--- src/rtl/board_judge.sv ---
// Tic-tac-toe result judge: snapshots both boards on start and scans the 8 lines one per clock.
// Optional draw detection is built when BOARD_JUDGE_DRAW_EN is defined.
module board_judge (
    input  logic       clk,
    input  logic       clr_game,
    input  logic       start,
    input  logic [8:0] b_in,
    input  logic [8:0] r_in,
    output logic       busy,
    output logic       done,
    output logic [1:0] winner,
    output logic [7:0] win_line,
    output logic       draw,
    output logic       game_over
);

    typedef enum logic [1:0] {StIdle, StScan, StDone, StOver} state_e;

    state_e     state_q, state_d;
    logic [8:0] b_snap_q, r_snap_q;
    logic [2:0] idx_q;
    logic       hit_b_q, hit_r_q;
    logic [7:0] acc_line_q;
    logic [1:0] winner_q;
    logic [7:0] win_line_q;
    logic       draw_q, game_over_q;

    logic [8:0] line_mask;
    logic       blue_full, red_full;
    logic       hit_b_nx, hit_r_nx;
    logic [7:0] acc_line_nx;
    logic       draw_nx;

    always_comb begin
        line_mask = 9'h000;
        unique case (idx_q)
            3'd0: line_mask = 9'h007;
            3'd1: line_mask = 9'h038;
            3'd2: line_mask = 9'h1C0;
            3'd3: line_mask = 9'h049;
            3'd4: line_mask = 9'h092;
            3'd5: line_mask = 9'h124;
            3'd6: line_mask = 9'h111;
            3'd7: line_mask = 9'h054;
            default: line_mask = 9'h000;
        endcase
    end

    always_comb begin
        blue_full   = (b_snap_q & line_mask) == line_mask;
        red_full    = (r_snap_q & line_mask) == line_mask;
        hit_b_nx    = hit_b_q | blue_full;
        hit_r_nx    = hit_r_q | red_full;
        acc_line_nx = acc_line_q;
        if (blue_full || red_full) begin
            acc_line_nx = acc_line_q | (8'd1 << idx_q);
        end
`ifdef BOARD_JUDGE_DRAW_EN
        draw_nx = ((b_snap_q | r_snap_q) == 9'h1FF) && !(hit_b_nx || hit_r_nx);
`else
        draw_nx = 1'b0;
`endif
    end

    always_comb begin
        state_d = state_q;
        unique case (state_q)
            StIdle: if (start) state_d = StScan;
            StScan: if (idx_q == 3'd7) state_d = StDone;
            // game_over_q was registered on entry to DONE, so it already reflects this result
            StDone: state_d = game_over_q ? StOver : StIdle;
            StOver: state_d = StOver;
            default: state_d = StIdle;
        endcase
    end

    always_ff @(posedge clk) begin
        if (clr_game) begin
            state_q     <= StIdle;
            b_snap_q    <= 9'h000;
            r_snap_q    <= 9'h000;
            idx_q       <= 3'd0;
            hit_b_q     <= 1'b0;
            hit_r_q     <= 1'b0;
            acc_line_q  <= 8'h00;
            winner_q    <= 2'b00;
            win_line_q  <= 8'h00;
            draw_q      <= 1'b0;
            game_over_q <= 1'b0;
        end else begin
            state_q <= state_d;
            if (state_q == StIdle && start) begin
                b_snap_q   <= b_in;
                r_snap_q   <= r_in;
                idx_q      <= 3'd0;
                hit_b_q    <= 1'b0;
                hit_r_q    <= 1'b0;
                acc_line_q <= 8'h00;
            end else if (state_q == StScan) begin
                hit_b_q    <= hit_b_nx;
                hit_r_q    <= hit_r_nx;
                acc_line_q <= acc_line_nx;
                if (idx_q != 3'd7) begin
                    idx_q <= idx_q + 3'd1;
                end else begin
                    winner_q    <= {hit_r_nx, hit_b_nx};
                    win_line_q  <= acc_line_nx;
                    draw_q      <= draw_nx;
                    game_over_q <= hit_r_nx | hit_b_nx | draw_nx;
                end
            end
        end
    end

    assign busy      = (state_q == StScan);
    assign done      = (state_q == StDone);
    assign winner    = winner_q;
    assign win_line  = win_line_q;
    assign draw      = draw_q;
    assign game_over = game_over_q;

endmodule

--- config.mk ---
export PLATFORM = sky130hd
export DESIGN_NAME = board_judge
export DESIGN_NICKNAME = d
export VERILOG_FILES = /design/src/rtl/board_judge.sv
export SDC_FILE = /design/constraint.sdc
export NUM_CORES = 1
export LEC_CHECK = 0
export ABC_AREA = 1
export CAP_MARGIN = 20
export CORE_ASPECT_RATIO = 0.5
export CORE_UTILIZATION = 60
export DETAILED_ROUTE_END_ITERATION = 8
export DONT_BUFFER_PORTS = 1
export PLACE_DENSITY = 0.76
export REMOVE_ABC_BUFFERS = 1
export SETUP_SLACK_MARGIN = 0.15
export SYNTH_ARGS = -nofsm -noshare
export SYNTH_HDL_FRONTEND = slang
export SYNTH_SLANG_ARGS = --single-unit
--- constraint.sdc ---
create_clock -name clk -period 4.7 [get_ports clk]
set_input_delay 1.41 -clock clk [delete_from_list [all_inputs] [get_ports clk]]
set_output_delay 1.41 -clock clk [all_outputs]
set_load 0.03 [all_outputs]
# Word-level counts from Yosys, hierarchy flattened
# Memories as Yosys holds them, arrays and structs flattened. A register that Yosys moved wholly into a read port is not among the register bits.
# Cells that the tools add are included.
[totals]
register_bits = 44
inputBits = 21
wordCells = 44
memories = 1
mem_bits_ro = 72
ramBits = 0
latchBits = 0
[memory_table]
columns = ["memory", "words", "width", "rd", "rd_ports_with_merged_regs", "write_ports", "line", "source"]
rows = [
  ["(no name shown)", 8, 9, 1, 1, 0, "36", "unique case (idx_q)"],
]
[op_classes]
div_mod_pow = 0
addsub = 1
eq_ne = 9
multipliers = 0
reduce_logical = 7
magnitude_cmp = 0
mux = 7
bitwise = 8
n_shift = 1
[op_table]
columns = ["cell", "count"]
rows = [
  ["$and 9x9->9", 2],
  ["$eq 9x9->1", 2],
  ["$mux 8", 1],
  ["$or 8x8->8", 1],
  ["$pmux 2 s4", 1],
  ["$shl 1x3->8 const A", 1],
  ["$mux 2", 3],
  ["$mux 3", 2],
  ["$eq 2x2->1 const B", 2],
  ["$reduce_and 2->1", 2],
  ["$add 3x1->3 const B", 1],
  ["$eq 3x3->1 const B", 1],
  ["$ne 3x3->1 const B", 1],
  ["$or 1x1->1", 3],
  ["$reduce_and 3->1", 1],
  ["$eq 2x1->1 const B", 1],
  ["$logic_not 2->1", 1],
  ["$ne 2x1->1 const B", 1],
  ["$ne 2x2->1 const B", 1],
  ["$not 1->1", 2],
  ["$reduce_or 2->1", 1],
  ["$logic_and 1x1->1", 1],
  ["$logic_or 1x1->1", 1],
]

# Longest topological paths before layout
[depth]
word_depth = 4
ltp_mapped = 11

# Worst setup path before layout
# Ideal clock, no wire load.
[synth_timing]
path_kind = "input port to flip-flop"
startpoint = "input port start"
endpoint = "register line_mask[8] (netlist name)"
path_slack_ps = 2242
stages = 8
required_ps = 4588
path_buffers = 0
t_arrival_ps = 2346
path_cell_list = "inv_1 > nor2_4 > nor2_4 > o211a_1 > inv_1 > ha_1 > nand2_1 > nand2_1"
[synth_between]
elab_chain_cells = 3
[synth_lines]
columns = ["item", "line", "source"]
rows = [
  ["start: declaration", "6", "input logic start,"],
  ["$logic_and 1x1->1", "92", "if (state_q == StIdle && start) begin"],
  ["$reduce_or 2->1 (no line)", "n/a", ""],
  ["$mux 3 (no line)", "n/a", ""],
]
# Every way passes these cells.
# A chain may end at the register's enable or synchronous reset.

# Worst setup path after layout
[layout_timing]
startpoint = "register state_q[1]"
endpoint = "output port done"
[layout_between]
elab_chain_cells = 1
[layout_lines]
columns = ["item", "line", "source"]
rows = [
  ["start: declaration", "19", "state_e state_q, state_d;"],
  ["start signal: assignment", "79", "state_q <= StIdle;"],
  ["start signal: assignment", "91", "state_q <= state_d;"],
  ["$eq 2x2->1", "116", "assign done = (state_q == StDone);"],
  ["end: declaration", "10", "output logic done,"],
]
# Every way passes these cells.

==> impl_metrics.json <==
{
  "route.detailed.drc": 0,
  "drt_pass1_iterations": 4,
  "numClockSinks": 53,
  "die_h_um": 45.4,
  "slowest_delay_ns": 0.45,
  "antennaDiodeCount": 0,
  "antenna_found_initial": 0,
  "grt_pass1_vias": 1513,
  "setup_viol": 0,
  "place.gp.congestion": 0.830,
  "wl_per_cell_um": 11.4,
  "cp-end-kind": "primary output",
  "drive_above_1_share_pct": 7.28,
  "numCtsBuffers": 5,
  "utilization_pct": 67.4,
  "io_buffers": 0,
  "globalRouteOverflowTotal": 0,
  "path_class": "flip-flop to primary output",
  "pin_count": 35,
  "tritoncts": "yes",
  "fin_crit_sh_pct": 56.4,
  "core_area_um2": 3530,
  "relSlewSlack_pct": 61.7,
  "final_area_um2": 2380,
  "grt_max_degree": 31,
  "cts_max_level": 2,
  "rows": 15,
  "outcome": "finished clean",
  "postSynthAreaPerCell_um2": 7.45,
  "cts_hold_buffers": 0,
  "die_area_um2": 4040,
  "die_w_um": 88.9,
  "hold_viol": 0,
  "ys_types": 23,
  "areaGrowthSynthToFinish_pct": 4.97,
  "initial_core_util_pct": 64.2,
  "cts_buffer_depth": 2,
  "ys_ff_latch": 53,
  "routed_via_density": 4.92,
  "fin_skew_ns": 0.0123,
  "path_max_fanout": 3,
  "startpoint_type": "flip-flop",
  "p_per_area_nw_per_um2": 353,
  "drt_iter0_markers": 50,
  "drtAntennaViolNets": 0,
  "vdd_drop_max_mv": 0.144,
  "timing.fmax_ghz": 0.377,
  "synth-seq-area-share_pct": 46.9,
  "crit_chain": "inv_2, nor2_1",
  "crit_required_ns": 3.29,
  "synthesis.instances": 304,
  "crit_arrival_ns": 1.24,
  "p_total_uw": 838,
  "clock_latency_ns": 0.30,
  "grt_use_total_pct": 21.3,
  "regToRegSetupSlack_ns": 2.75,
  "dr_total_vias": 1735,
  "fin_nets": 334,
  "synthesis.area_um2": 2260,
  "clk_pin_slew_ns": 0.10,
  "maxCapViolations": 0,
  "synth_warnings": 0,
  "setup-tns-final_ns": 0,
  "grt_setup_unrepaired": "no",
  "tightest_slew_ns": 0.572,
  "cts_root_buf": "clkbuf_8",
  "min_path_type": "flip-flop to flip-flop",
  "leakage_nw": 1.16,
  "cp_slowest_cell": "nor2_1",
  "grt_first_pass_wirelength_um": 6430,
  "dp_hpwl_um": 2920,
  "slew_viol_final": 0,
  "cts_setup_buffers": 0,
  "post-route-min-period_ns": 2.65,
  "cts_resized": 0,
  "wl_um": 4030,
  "postPlaceCellArea_um2": 2280
}
[state kept, by name, summed over array words and instances (netlist names)]
| signal | flops |
|---|---|
| r_snap_q | 9 |
| hit_b_q | 1 |
| state_q | 2 |
| win_line | 8 |
| line_mask | 9 |
| idx_q | 3 |
| b_snap_q | 9 |
| acc_line_q | 8 |
| hit_r_q | 1 |
| game_over | 1 |
| winner | 2 |
[area by class of cell]
| type | instances | area (um2) |
|---|---|---|
| Multi-Input combinational cell | 192 | 972 |
| Inverter | 49 | 184 |
| Clock inverter | 2 | 13.8 |
| Fill cell | 322 | 1150 |
| Tap cell | 51 | 63.8 |
| Sequential cell | 53 | 1060 |
| Clock buffer | 6 | 82.6 |
[where the power goes]
part / switching, mW / internal [mW]
combinational: 0.0619 / 0.0285
clock: 0.146 / 0.120
sequential: 0.0101 / 0.472
total: 0.218 / 0.620
[metal layers]
metal,track usage [%],part of all wire [%]
met3,5.62,4.1
met4,6.77,0.89
met2,36.9,44
met5,0,0
met1,26.5,51
[through the flow]
step,worst slack [ns],hold WS [ns],instances
finish,2.05,0.460,353
global route,2.00,0.487,353
CTS,2.04,0.462,353
detailed placement,1.94,0.450,345
global placement,2.02,0.441,345
floorplan,2.15,0.430,294
[synthesized netlist by cell type (all sizes together)]
master / number / area [um2]
a21oi: 22 / 110
a221oi: 1 / 8.76
buf: 4 / 25.0
clkbuf: 6 / 22.5
conb: 1 / 3.75
dfxtp: 53 / 1060
ha: 12 / 150
inv: 49 / 184
nand2: 83 / 319
nand3: 5 / 30.0
nor2: 26 / 123
nor4: 1 / 6.26
o211a: 2 / 20.0
o211ai: 1 / 7.51
o21ai: 38 / 194
[cell families after synthesis]
family                   count (synthesis)  share of synthesized area (%)
other                                    1                          0.166
AO/OA/AOI/OAI                           64                           15.0
adder cells (fa/ha/maj)                 12                           6.63
AND/OR/NAND/NOR                        115                           21.1
buffers and inverters                   59                           10.2
flip-flops                              53                           46.9
[path summary, 6_finish.rpt]
| kind | startpoint | end | cells after the start |
|---|---|---|---|
| max | state_q[1] | done | 2 |
| min | b_snap_q[5] | b_snap_q[5] | 2 |
| max reg2reg | state_q[0] | line_mask[8] | 9 |
| min reg2reg | b_snap_q[5] | b_snap_q[5] | 2 |
[worst max-delay path: cells and delay by family, from the launching register on]
family | cells | cell delay, ns
simple gates | 1 | 0.45
buf+inv | 1 | 0.07
flops | 1 | 0.42
[cell usage in the layout (no fill, tap or decap)]
cell type,synthesis,layout
o21ai_1,3,3
clkinv_4,0,1
inv_1,44,44
nor2_4,3,3
nand2_2,3,3
o21ai_0,34,34
nor2_1,22,22
conb_1,1,1
o21ai_2,1,1
nand3_2,1,1
dfxtp_1,53,53
nor4_1,1,1
a221oi_1,1,1
clkbuf_8,0,6
clkinv_2,0,1
nand2_1,80,80
ha_1,12,12
nand3_1,4,4
a21oi_1,22,22
o211a_1,2,2
inv_2,5,5
o211ai_1,1,1
nor2_2,1,1
No activity file was read; power rests on OpenSTA's default activity.
==> RTL edit 1 (config.mk and constraints unchanged) <==
The option `BOARD_JUDGE_DRAW_EN` is turned on by a define.
--- a/src/rtl/board_judge.sv
+++ b/src/rtl/board_judge.sv
@@ -1,4 +1,6 @@
 // Tic-tac-toe result judge: snapshots both boards on start and scans the 8 lines one per clock.
 // Optional draw detection is built when BOARD_JUDGE_DRAW_EN is defined.
+`define BOARD_JUDGE_DRAW_EN
+
 module board_judge (
     input  logic       clk,
Behaviour: not the same (Yosys sat finds a counterexample within 10 cycles, from zero or initial values).
==> RTL edit 1 against the unedited design <==
Setup slack gained 0.0032 ns. Global-route usage grew 1.4 points. Area after synthesis grew 7.9%. Design area grew 6.8%. Routed wire length grew 9.2%. Total power grew 3.5%. Sequential cell count grew 1. Largest cell class is now multi-input combinational cells. Largest power group unchanged.
==> RTL edit 1: results (changes against the unedited design) <==
Outcome: finished, final reports clean
Max clock buf depth: 2 (unchanged)
Synth area leaders: dfxtp_1 (44%), nand2_1 (10%), o21ai_0 (8.0%)
Commonest cells in the netlist: nand2_1 (66), dfxtp_1 (54), inv_1 (43)
Via-to-Cell Ratio: 5.11 (+4.0%)
Maximum VDD drop: 0.221 mV (+53%)
Post-DP Area: 2460 um^2 (+8.0%)
Clk_skew: 0.00695 ns (-0.00535 ns)
Post-DP HPWL: 3290 um (+13%)
Area delta synth->final: 3.94%
WL per Instance: 11.9 um (+3.9%)
Hold path start: acc_line_q[2]
RR Startpoint: idx_q[1]
DR iter-0 viols: 51 (+2.0%)
GP Congestion: 0.849 (+2.4%)
Post-Syn Instances: 322 (+5.9%)
Placed cells: 364 (+5.5%)
Data arrival, critical path: 2.85 ns (+1.61 ns)
Final layout net count: 353 (+5.7%)
Total wire length: 4400 um (+9.2%)
Library cells used by synthesis: 26 (+13%)
Vias in the first global route: 1,660 (+9.7%)
Sequential-to-total area share from yosys stat: 44.2% (-2.6 points)
Critical Path Slowest Stage Cell: inv_1
Worst slew pin tran: 0.580 ns (+0.00766 ns)
Largest net degree at the start of global routing: 33 (+6.5%)
First-pass GRT wire length: 7240 um (+13%)
Crit path launch: clr_game
DP Worst Slack: 1.72 ns (-0.222 ns)
Gr usage total: 22.7% (+1.4 points)
Top fanout value on the critical path: 23 (+20)
-- RTL edit 1: cell count changes after synthesis, sizes merged, moves of 2 or more --
| cell | before | now |
|---|---|---|
| o21ai | 38 | 44 |
| a21oi | 22 | 25 |
| nand2 | 83 | 76 |
| inv | 49 | 51 |
| nor2 | 26 | 39 |
| o211a | 2 | 0 |
| nor3 | 0 | 2 |
-- RTL edit 1: logic make-up (layout without fill, tap and decap cells) --
family,after synthesis,in the layout,share of synthesized area (%)
buffers and inverters,60,58,10.0
adder cells (fa/ha/maj),12,12,6.14
AO/OA/AOI/OAI,72,72,15.8
AND/OR/NAND/NOR,123,123,23.1
XOR/XNOR,1,1,0.666
flip-flops,54,54,44.2
-- RTL edit 1: final timing paths --
check                        to  slack (ns)  cells after the start
hold / removal    acc_line_q[2]        0.47                      2
setup / recovery   line_mask[8]        2.05                      9
hold reg to reg   acc_line_q[2]        0.47                      2
setup reg to reg   line_mask[7]        2.59                     11
-- RTL edit 1: routing by layer --
layer  global-route usage [%]  vias to the layer above  routed length [um]
met5                        0                        -                   0
met4                     10.6                        0                  76
met3                     6.31                       10                 220
met2                     39.6                       39                1940
met1                     27.4                      845                2170
li1                         -                     1002                   -
-- RTL edit 1: power breakdown --
group,total (mW),leakage [nW],internal (mW),switching (mW)
combinational,0.123,0.699,0.0404,0.0823
clock,0.244,0.0383,0.103,0.141
sequential,0.501,0.442,0.484,0.0167
-- RTL edit 1: critical path: cells and delay by family --
family          cells  cell delay [ns]
fa+ha+maj           1             0.30
compound gates      1             0.09
buf+inv             3             0.64
simple gates        4             0.38
-- RTL edit 1: final cells by class --
type                       instances  area, um^2
sequential                        54        1080
fill                             330        1120
multi-input combinational        208        1120
inverter                          51         201
tap                               51        63.8
clock buffer                       7        76.3
==> RTL edit 2 (same settings) <==
Without the edit above. Re-encode `state_e` (4 states) as Gray code, 2 bits wide.
--- a/src/rtl/board_judge.sv
+++ b/src/rtl/board_judge.sv
@@ -15,5 +15,5 @@
 );
 
-    typedef enum logic [1:0] {StIdle, StScan, StDone, StOver} state_e;
+    typedef enum logic [1:0] {StIdle = 2'b00, StScan = 2'b01, StDone = 2'b11, StOver = 2'b10} state_e;
 
     state_e     state_q, state_d;
Formal check against the unedited RTL: same outputs for any inputs over 10 cycles, from zero or initial values; not proved beyond that.
==> RTL edit 2 against the unedited design <==
Sequential cell count stayed put. Count of clock-buffer cells in the layout stayed put. First-iteration DRC count is 22% lower. Total power is 11% higher. Area after synthesis is 4.3% higher. Design area is 3.6% higher. Sequential power is 2% higher. Setup slack better by 0.14 ns. Critical path depth stayed put. Critical path type unchanged. Sequential share of layout area is 1.5 points lower. Routed wire length is 1.1% higher.
==> RTL edit 2: results (changes against the unedited design) <==
Outcome: finished, final reports clean
Library cells used by synthesis: 25 (+8.7%)
GP Congestion: 0.768 (-7.4%)
Gr usage total: 21.1% (-0.17 points)
Commonest cells in the netlist: dfxtp_1 (53), nand2_1 (53), inv_1 (50)
Clk_skew: 0.00563 ns (-0.00667 ns)
Post-DP HPWL: 2900 um (-0.61%)
Largest net degree at the start of global routing: 32 (+3.2%)
Filler cells: 317 (-1.6%)
Hold path start: b_snap_q[2]
DR pass1 iterations: 5 (+1)
Post-synthesis compound-gate area fraction: 17.6% (+2.6 points)
WL per Instance: 11.6 um (+1.7%)
Crit path launch: state_q[0]
DR vias: 1,751 (+0.92%)
RR Startpoint: idx_q[0]
Leak pwr: 1.14 nW (-1.5%)
Synth area leaders: dfxtp_1 (45%), nand2_1 (8.4%), inv_1 (7.9%)
Maximum VDD drop: 0.206 mV (+43%)
Post-DP Area: 2340 um^2 (+2.7%)
First-pass GRT wire length: 6530 um (+1.5%)
Critical Path Slowest Stage Cell: nor2_4
Ratio of cells with drive above 1 in the final layout: 9.00% (+1.7 points)
Post-synth top area share: 44.9% (-1.9 points)
Synthesized-area fraction occupied by adder cells: 6.36% (-0.27 points)
Top fanout value on the critical path: 13 (+10)
Sequential-to-total area share from yosys stat: 44.9% (-1.9 points)
RTL edit 2: changes by cell type after synthesis, sizes merged, moves of 2 or more:
cell | before | now
buf | 4 | 7
nand3 | 5 | 13
inv | 49 | 57
o21a | 0 | 7
nor2 | 26 | 24
a21oi | 22 | 26
nand2 | 83 | 57
o211a | 2 | 0
o21ai | 38 | 40
RTL edit 2: worst paths after layout:
kind,end,slack [ns]
max,busy,2.19
min,b_snap_q[2],0.46
max reg2reg,line_mask[8],2.68
min reg2reg,b_snap_q[2],0.46
RTL edit 2: worst reg2reg max path: stages, from the launching register on:
cell,delay (ns)
dfxtp_1,0.35
ha_1,0.22
ha_1,0.18
inv_1,0.21
nand2_4,0.12
nand2_1,0.10
nand3_1,0.22
ha_1,0.39
nand2_1,0.08
nand2_1,0.05
RTL edit 2: metrics by stage:
step	hold WS, ns	worst slack, ns	util [%]	std cells
final	0.463	2.19	68.3	351
after global routing	0.479	2.13	68.3	351
after CTS	0.465	2.17	68.3	351
after global placement	0.444	2.11	65.0	343
after floorplan	0.429	2.20	-	292
after detailed placement	0.451	2.04	65.0	343
RTL edit 2: cells by family after synthesis:
kind of cell,Yosys count
buffers and inverters,69
AO/OA/AOI/OAI,75
adder cells (fa/ha/maj),12
AND/OR/NAND/NOR,94
other,1
flip-flops,53
RTL edit 2: cell type report:
type                    count  area, um^2  area share [%]
flip-flops and latches     53        1060            43.1
clock inverters             2        37.5            1.52
clock buffers               6        82.6            3.35
inverters                  57         216            8.79
multi-input cells         182        1000            40.7
well taps                  51        63.8            2.59
RTL edit 2: metal layers:
layer	wire (um)	track usage (%)	part of all wire, %	vias up
met5	0	0	0	-
met4	45	11.0	1.1	0
met3	198	6.77	4.9	5
met2	1680	32.9	41	33
met1	2150	27.0	53	777
li1	-	-	-	936
RTL edit 2: power by group:
part	switching, mW	internal [mW]
Combinational	0.0823	0.0371
Clock	0.148	0.173
Sequential	0.0126	0.479
Total	0.243	0.689
